File: src/rtl/dispatch_pkg.sv
// Shared types and constants for the instruction dispatcher: FSM states,
// the default type-field width and the engine channel indices.
package dispatch_pkg;

  localparam int DISPATCH_TYPE_W = 4;

  localparam int CH_COMPUTE = 0;
  localparam int CH_WEIGHT  = 1;
  localparam int CH_BIAS    = 2;
  localparam int CH_DATA    = 3;
  localparam int CH_WBACK   = 4;

  typedef enum logic [1:0] {
    S_IDLE  = 2'd0,
    S_CHECK = 2'd1,
    S_POP   = 2'd2
  } state_t;

endpackage

File: src/rtl/inst_dispatch_if.sv
// Dispatcher bus: instruction FIFO head/pop, pause control and the engine
// channel idle/configure signals.
interface inst_dispatch_if
  import dispatch_pkg::*;
#(
  parameter int N_CH      = 5,
  parameter int TYPE_W    = DISPATCH_TYPE_W,
  parameter int PAYLOAD_W = 208
);
  localparam int INST_LEN = TYPE_W + PAYLOAD_W + N_CH;

  logic [INST_LEN-1:0]  inst;
  logic                 inst_empty;
  logic                 inst_req;
  logic                 dispatch_en;
  logic [N_CH-1:0]      ch_idle;
  logic [N_CH-1:0]      ch_conf;
  logic [PAYLOAD_W-1:0] ch_payload;
  logic [TYPE_W-1:0]    ch_sel;
  logic                 err_illegal;
  logic                 busy;

  modport master (
    input  inst, inst_empty, dispatch_en, ch_idle,
    output inst_req, ch_conf, ch_payload, ch_sel, err_illegal, busy
  );

  modport slave (
    output inst, inst_empty, dispatch_en, ch_idle,
    input  inst_req, ch_conf, ch_payload, ch_sel, err_illegal, busy
  );

endinterface

File: src/rtl/dispatch_hold_cnt.sv
// Per-channel post-configure hold-off: reports busy for IDLE_LAT cycles after
// a configure strobe, covering the engine's lag in dropping its idle flag.
module dispatch_hold_cnt #(
  parameter int IDLE_LAT = 1
) (
  input  logic clk,
  input  logic rst_n,
  input  logic load,
  output logic busy
);

  logic [2:0] cnt_reg;

  always_ff @(posedge clk) begin
    if (!rst_n) begin
      cnt_reg <= '0;
    end else if (load) begin
      cnt_reg <= 3'(IDLE_LAT);
    end else if (cnt_reg != 3'd0) begin
      cnt_reg <= cnt_reg - 3'd1;
    end
  end

  assign busy = (cnt_reg != 3'd0);

endmodule

File: src/rtl/inst_dispatch.sv
// Instruction dispatcher: pops FIFO words, checks dependency/exclusivity
// scoreboard and issues to one of N_CH channels. DISPATCH_PERF_CNT_EN adds counters.
module inst_dispatch
  import dispatch_pkg::*;
#(
  parameter int              N_CH      = 5,
  parameter int              TYPE_W    = DISPATCH_TYPE_W,
  parameter int              PAYLOAD_W = 208,
  parameter logic [N_CH-1:0] EXCL_MASK = 5'b11110,
  parameter int              IDLE_LAT  = 1
) (
  input  logic                clk,
  input  logic                rst_n,
  inst_dispatch_if.master     bus
`ifdef DISPATCH_PERF_CNT_EN
  ,
  output logic [31:0]         stall_cycles,
  output logic [31:0]         issue_count
`endif
);

  localparam int INST_LEN = TYPE_W + PAYLOAD_W + N_CH;
  localparam logic [N_CH-1:0] ONE = {{(N_CH-1){1'b0}}, 1'b1};

  state_t               state_reg, state_next;
  logic [INST_LEN-1:0]  inst_reg, inst_next;
  logic [N_CH-1:0]      conf_reg, conf_next;
  logic                 req_reg, req_next;
  logic [PAYLOAD_W-1:0] payload_reg, payload_next;
  logic [TYPE_W-1:0]    sel_reg, sel_next;
  logic                 err_reg, err_next;

  logic [TYPE_W-1:0]    typ;
  logic [N_CH-1:0]      dep;
  logic [N_CH-1:0]      tsel;
  logic [N_CH-1:0]      hold_busy;
  logic [N_CH-1:0]      eb;
  logic                 illegal;
  logic                 ready;

  for (genvar gi = 0; gi < N_CH; gi++) begin : g_hold
    dispatch_hold_cnt #(.IDLE_LAT(IDLE_LAT)) u_hold (
      .clk   (clk),
      .rst_n (rst_n),
      .load  (conf_reg[gi]),
      .busy  (hold_busy[gi])
    );
  end

  assign typ     = inst_reg[TYPE_W-1:0];
  assign dep     = inst_reg[INST_LEN-1 -: N_CH];
  // One-hot of the target channel; shifts out to zero for an illegal type.
  assign tsel    = ONE << typ;
  assign illegal = (int'(typ) >= N_CH);
  assign eb      = ~bus.ch_idle | hold_busy;
  assign ready   = ~|(dep & eb)
                 & ~(|(EXCL_MASK & tsel) & |(EXCL_MASK & eb))
                 & ~|(eb & tsel);

  always_comb begin
    state_next   = state_reg;
    inst_next    = inst_reg;
    conf_next    = '0;
    req_next     = 1'b0;
    payload_next = payload_reg;
    sel_next     = sel_reg;
    err_next     = err_reg;
    case (state_reg)
      S_IDLE: begin
        if (!bus.inst_empty && bus.dispatch_en) begin
          inst_next  = bus.inst;
          state_next = S_CHECK;
        end
      end
      S_CHECK: begin
        if (illegal) begin
          err_next   = 1'b1;
          req_next   = 1'b1;
          state_next = S_POP;
        end else if (ready) begin
          conf_next    = tsel;
          req_next     = 1'b1;
          payload_next = inst_reg[TYPE_W +: PAYLOAD_W];
          sel_next     = typ;
          state_next   = S_POP;
        end
      end
      S_POP:   state_next = S_IDLE;
      default: state_next = S_IDLE;
    endcase
  end

  always_ff @(posedge clk) begin
    if (!rst_n) begin
      state_reg   <= S_IDLE;
      inst_reg    <= '0;
      conf_reg    <= '0;
      req_reg     <= 1'b0;
      payload_reg <= '0;
      sel_reg     <= '0;
      err_reg     <= 1'b0;
    end else begin
      state_reg   <= state_next;
      inst_reg    <= inst_next;
      conf_reg    <= conf_next;
      req_reg     <= req_next;
      payload_reg <= payload_next;
      sel_reg     <= sel_next;
      err_reg     <= err_next;
    end
  end

  assign bus.inst_req    = req_reg;
  assign bus.ch_conf     = conf_reg;
  assign bus.ch_payload  = payload_reg;
  assign bus.ch_sel      = sel_reg;
  assign bus.err_illegal = err_reg;
  assign bus.busy        = (state_reg != S_IDLE);

`ifdef DISPATCH_PERF_CNT_EN
  logic [31:0] stall_reg, issue_reg;

  always_ff @(posedge clk) begin
    if (!rst_n) begin
      stall_reg <= '0;
      issue_reg <= '0;
    end else begin
      if (state_reg == S_CHECK && !illegal && !ready && stall_reg != '1)
        stall_reg <= stall_reg + 32'd1;
      if (|conf_reg && issue_reg != '1)
        issue_reg <= issue_reg + 32'd1;
    end
  end

  assign stall_cycles = stall_reg;
  assign issue_count  = issue_reg;
`endif

endmodule

File: src/flat_wrapper.sv
// flat-port wrapper written by rule: the top's interface ports become plain ports
module inst_dispatch_flat import dispatch_pkg::*;
#(
  parameter int              N_CH      = 5,
  parameter int              TYPE_W    = DISPATCH_TYPE_W,
  parameter int              PAYLOAD_W = 208,
  parameter logic [N_CH-1:0] EXCL_MASK = 5'b11110,
  parameter int              IDLE_LAT  = 1
)
  (clk, rst_n, bus_inst, bus_inst_empty, bus_dispatch_en, bus_ch_idle, bus_inst_req, bus_ch_conf, bus_ch_payload, bus_ch_sel, bus_err_illegal, bus_busy);
  inst_dispatch_if #(.N_CH(N_CH), .TYPE_W(TYPE_W), .PAYLOAD_W(PAYLOAD_W)) bus_i ();
  input  logic clk;
  input  logic rst_n;
  input wire logic [$bits(bus_i.inst)-1:0] bus_inst;
  input wire logic [$bits(bus_i.inst_empty)-1:0] bus_inst_empty;
  input wire logic [$bits(bus_i.dispatch_en)-1:0] bus_dispatch_en;
  input wire logic [$bits(bus_i.ch_idle)-1:0] bus_ch_idle;
  output wire logic [$bits(bus_i.inst_req)-1:0] bus_inst_req;
  output wire logic [$bits(bus_i.ch_conf)-1:0] bus_ch_conf;
  output wire logic [$bits(bus_i.ch_payload)-1:0] bus_ch_payload;
  output wire logic [$bits(bus_i.ch_sel)-1:0] bus_ch_sel;
  output wire logic [$bits(bus_i.err_illegal)-1:0] bus_err_illegal;
  output wire logic [$bits(bus_i.busy)-1:0] bus_busy;
  assign bus_i.inst = bus_inst;
  assign bus_i.inst_empty = bus_inst_empty;
  assign bus_i.dispatch_en = bus_dispatch_en;
  assign bus_i.ch_idle = bus_ch_idle;
  assign bus_inst_req = bus_i.inst_req;
  assign bus_ch_conf = bus_i.ch_conf;
  assign bus_ch_payload = bus_i.ch_payload;
  assign bus_ch_sel = bus_i.ch_sel;
  assign bus_err_illegal = bus_i.err_illegal;
  assign bus_busy = bus_i.busy;
  inst_dispatch #(.N_CH(N_CH), .TYPE_W(TYPE_W), .PAYLOAD_W(PAYLOAD_W), .EXCL_MASK(EXCL_MASK), .IDLE_LAT(IDLE_LAT)) u_core (.clk(clk), .rst_n(rst_n), .bus(bus_i));
endmodule
File: config.mk
export PLATFORM = sky130hd
export DESIGN_NAME = inst_dispatch_flat
export DESIGN_NICKNAME = d
export VERILOG_FILES = /design/src/rtl/dispatch_pkg.sv /design/src/rtl/inst_dispatch_if.sv /design/src/rtl/dispatch_hold_cnt.sv /design/src/rtl/inst_dispatch.sv /design/src/flat_wrapper.sv
export SDC_FILE = /design/constraint.sdc
export NUM_CORES = 1
export LEC_CHECK = 0
export CORE_ASPECT_RATIO = 1.2
export CORE_MARGIN = 2
export CORE_UTILIZATION = 44
export DETAILED_ROUTE_END_ITERATION = 16
export HOLD_SLACK_MARGIN = 0.12
export PLACE_DENSITY = 0.87
export SLEW_MARGIN = 10
export SYNTH_ARGS = -nofsm -noshare
export SYNTH_HDL_FRONTEND = slang
export SYNTH_HIERARCHICAL = 1
export SYNTH_SLANG_ARGS = --single-unit
File: constraint.sdc
create_clock -name clk -period 2.19 [get_ports clk]
set_input_delay 0.657 -clock clk [delete_from_list [all_inputs] [get_ports clk]]
set_output_delay 0.657 -clock clk [all_outputs]
set_load 0.02 [all_outputs]
==> results.toml, run 1 <==
[finish]
ratio_of_cells_with_drive_above_1_in_the_final_layout = 0.0991
postLayoutCellArea_um2 = 25500
fin_nets = 2715
layout.cells.most_common_list = "nand2_1, dfxtp_1, clkdlybuf4s50_1, a21boi_0, mux2i_1"
final-instance-count-excl-fill = 3051
final_common_cell = "nand2_1"
flip_flop_count_of_the_largest_register_after_layout = 217
layout-area-overhead-vs-synth_pct = 44.5

[timing]
setup_slack_ns = -0.311
slew_headroom = 0.535
layout_min_cycle_time_ns = 2.50
number_of_max_slew_violations_in_the_final_report = 0
fmax_ghz = 0.400
worst_pin_slew_ns = 0.698
final-setup-viol-count = 217
layout_worst_path_cycle_share = 1.14
clock_skew_ns = 0.0179
rsz0062_at_grt = "true"
total_negative_slack_ns = -43.75
timing.final.hold_violations = 0

[routing]
dr.pass1.iters = 5
route.detailed.wl_per_inst_um = 17.4
initialDrtViolationCount = 919
drt.antenna.violating_nets = 0
drc_errors = 0
detail_route.wirelength_um = 53200
via_per_inst = 5.11
route.vias.total = 15600

[synth]
syn_nets = 2241
postSynth.topFlopCell = "dfxtp_1"
synth.yosys.warnings = 6
synthesis.area_um2 = 17600
avg_synthesized_cell_area_um2 = 8.80
post_synth_inst_count = 2005
dominant_combinational_cell_family_by_area_after_synthesis = "simple AND/OR/NAND/NOR gates"
synth-xor-area-share = 0
synth_cell_types = 39
synth_seq_area_share = 0.514
synth_compound_gate_area_share = 0.104
ys_ff_latch = 453
multiplexer_share_of_the_synthesized_area = 0.120
synth-async-reset-ratio = 0
synth_enable_flop_cells = 0
synth_simple_gate_area_share = 0.208
post_synth_fa_ha_maj_area_fraction = 0.00709

[die]
fp-row-count = 80
chipWidth_um = 187
design.die.area_um2 = 41700
placeableCoreArea_um2 = 39600
ios = 446
floorplan.initialDensity = 0.445
chipHeight_um = 223

[placed_design]
gpl.final_weighted_congestion = 0.925
detailed_place.area_um2 = 23000
detailedPlacementHpwl_um = 35100
placed_cells_incl_taps = 2928
place.port_buffers = 445

[setup_path]
path_cells = "clkdlybuf4s50_1 > buf_4 > nand2b_1 > a22oi_2 > o2111ai_2 > nor3_4 > buf_6 > buf_12 > buf_12 > buf_16 > mux2i_1"
critPathBufInv = 6
worst_setup_sp_type = "primary input"
worstPathArrival_ns = 2.97
critPathCaptureType = "flip-flop"
worstPathMaxFanout = 8
max_stage_delay_ns = 0.54
crit_path_top_delay_cell = "clkdlybuf4s50_1"
critical_path.top_delay_family = "buffers and inverters"
cp_common_cell = "buf_12"
worst-endpoint-required_ns = 2.66
timing_worst_setup_path_type = "in2reg"

[global_route]
largest_net_degree_at_the_start_of_global_routing = 185
grtUsageTotal = 0.234
grt_overflow_total = 0
grt_pass1_vias = 15600
antenna_found_initial = 7
grt_pass1_wl_um = 79500

[cts]
cts_buffers = 45
cts.hold.buffers_added = 0
worst_setup_hold_path_clk_slew_ns = 0.06
worst_skew_pair.late_latency_ns = 0.55
ctsLongestPathBuffers = 3
tritoncts = "done"
clock_tree.htree_level_count = 2
ctsRootBufferMaster = "clkbuf_16"
clock-sinks = 453

[power_and_ir_drop]
netSwitchingPower_mw = 5.20
p_int_mw = 15.5
switching_share = 0.251
power.clock.fraction = 0.390
pwr-share-seq = 0.428
comb_power_share = 0.182
leakage_nw = 10.5
power-per-cell-area_nw_per_um2 = 813
vdd_drop_max_uv = 626

[worst_hold_path]
min-delay-path-class = "in2reg"

[run_status]
run_status = "finished with violations"
violations = "negative setup slack"

[flow_run]
maxCapViolCount = 0
[worst reg2reg max path: cells and delay by family (launching register included)]
family                   cells  cell delay [ns]
buffers and inverters        6             0.88
multiplexers                 1             0.18
flip-flops                   1             0.33
AND/OR/NAND/NOR              3             0.48
adder cells (fa/ha/maj)      1             0.16
AO/OA/AOI/OAI                2             0.39
[area by class of cell]
cell class                 count  area, um^2
timing repair buffer         573        6150
antenna                        6        15.0
tap                          533         667
clock buffer                  62        1320
fill                        2991       14100
clock inverter                18         236
inverter                      18        67.6
sequential                   453        9070
multi-input combinational   1388        7960
[final timing paths]
| check | start | cells past startpoint | slack (ns) | to |
|---|---|---|---|---|
| max reg2reg | u_core/g_hold[2].u_hold/cnt_reg[0] | 13 | -0.30 | u_core/bus.ch_payload[75] |
| max | bus_ch_idle[3] | 11 | -0.31 | u_core/bus.ch_payload[75] |
| min reg2reg | u_core/bus.ch_payload[33] | 2 | 0.45 | u_core/bus.ch_payload[33] |
| min | rst_n | 3 | 0.39 | u_core/g_hold[3].u_hold/cnt_reg[0] |
[power by group through the flow]
stage | Sequential [mW] | Clock [mW] | Combinational [mW]
6_report | 8.87 | 8.09 | 3.77
4_1_cts | 8.85 | 8.21 | 3.41
5_1_grt | 8.90 | 8.53 | 4.03
3_3_place_gp | 8.98 | 0 | 2.88
3_5_place_dp | 9.01 | 0 | 3.07
2_1_floorplan | 9.02 | 0 | 1.60
[per-stage QoR]
step | hold slack [ns] | utilization | setup WS [ns] | power, mW
finish | 0.390 | 0.643 | -0.311 | 20.7
global route | 0.397 | 0.643 | -0.374 | 21.5
CTS | 0.358 | 0.626 | -0.178 | 20.5
detailed placement | 0.439 | 0.580 | -0.765 | 12.1
global placement | 0.435 | 0.580 | -0.624 | 11.9
floorplan | 0.438 | - | 0.0270 | 10.6
[per-layer routing]
layer,GRT usage,wire length (um),vias to the layer above
li1,-,-,7414
met1,0.251,19700,7399
met2,0.416,26800,575
met3,0.0491,3270,205
met4,0.154,3500,0
met5,0,0,-
[cell usage after synthesis (3+ instances only)]
library cell    n  area (um^2)
a211oi_1       10         75.1
a21boi_0      217         1630
a21oi_2         5         43.8
buf_2          12         60.1
buf_4           6         45.0
buf_6           7         78.8
buf_8          11          165
clkbuf_1      108          405
dfxtp_1       453         9070
ha_1           10          125
inv_1          18         67.6
mux2i_1       212         2120
nand2_1       861         3230
nand2b_1       14         87.6
nor2_1          4         15.0
nor2b_1         9         56.3
nor3b_1         7         52.6
nor4b_1         6         52.6
o21ai_0         3         15.0
or2b_1          5         37.5
or3b_1          5         43.8
[logic make-up after synthesis]
group           count (synthesis)
mux                           212
simple gates                  923
flops                         453
fa+ha+maj                      10
buf+inv                       164
compound gates                243
[what timing repair did]
action / in CTS / in global routing
pin swaps: 5 / 9
gates cloned: 4 / 12
endpoints found under the setup margin: 357 / 270
gates resized for setup: 191 / 91
buffers inserted: 13 / 9
Power figures use the tool's default switching activity.
==> run 2, diff against run 1 <==
Settings changed: RECOVER_POWER set to 100.
==> results of run 2 <==
Final layout, timing and power as in run 1 (identical DEF).
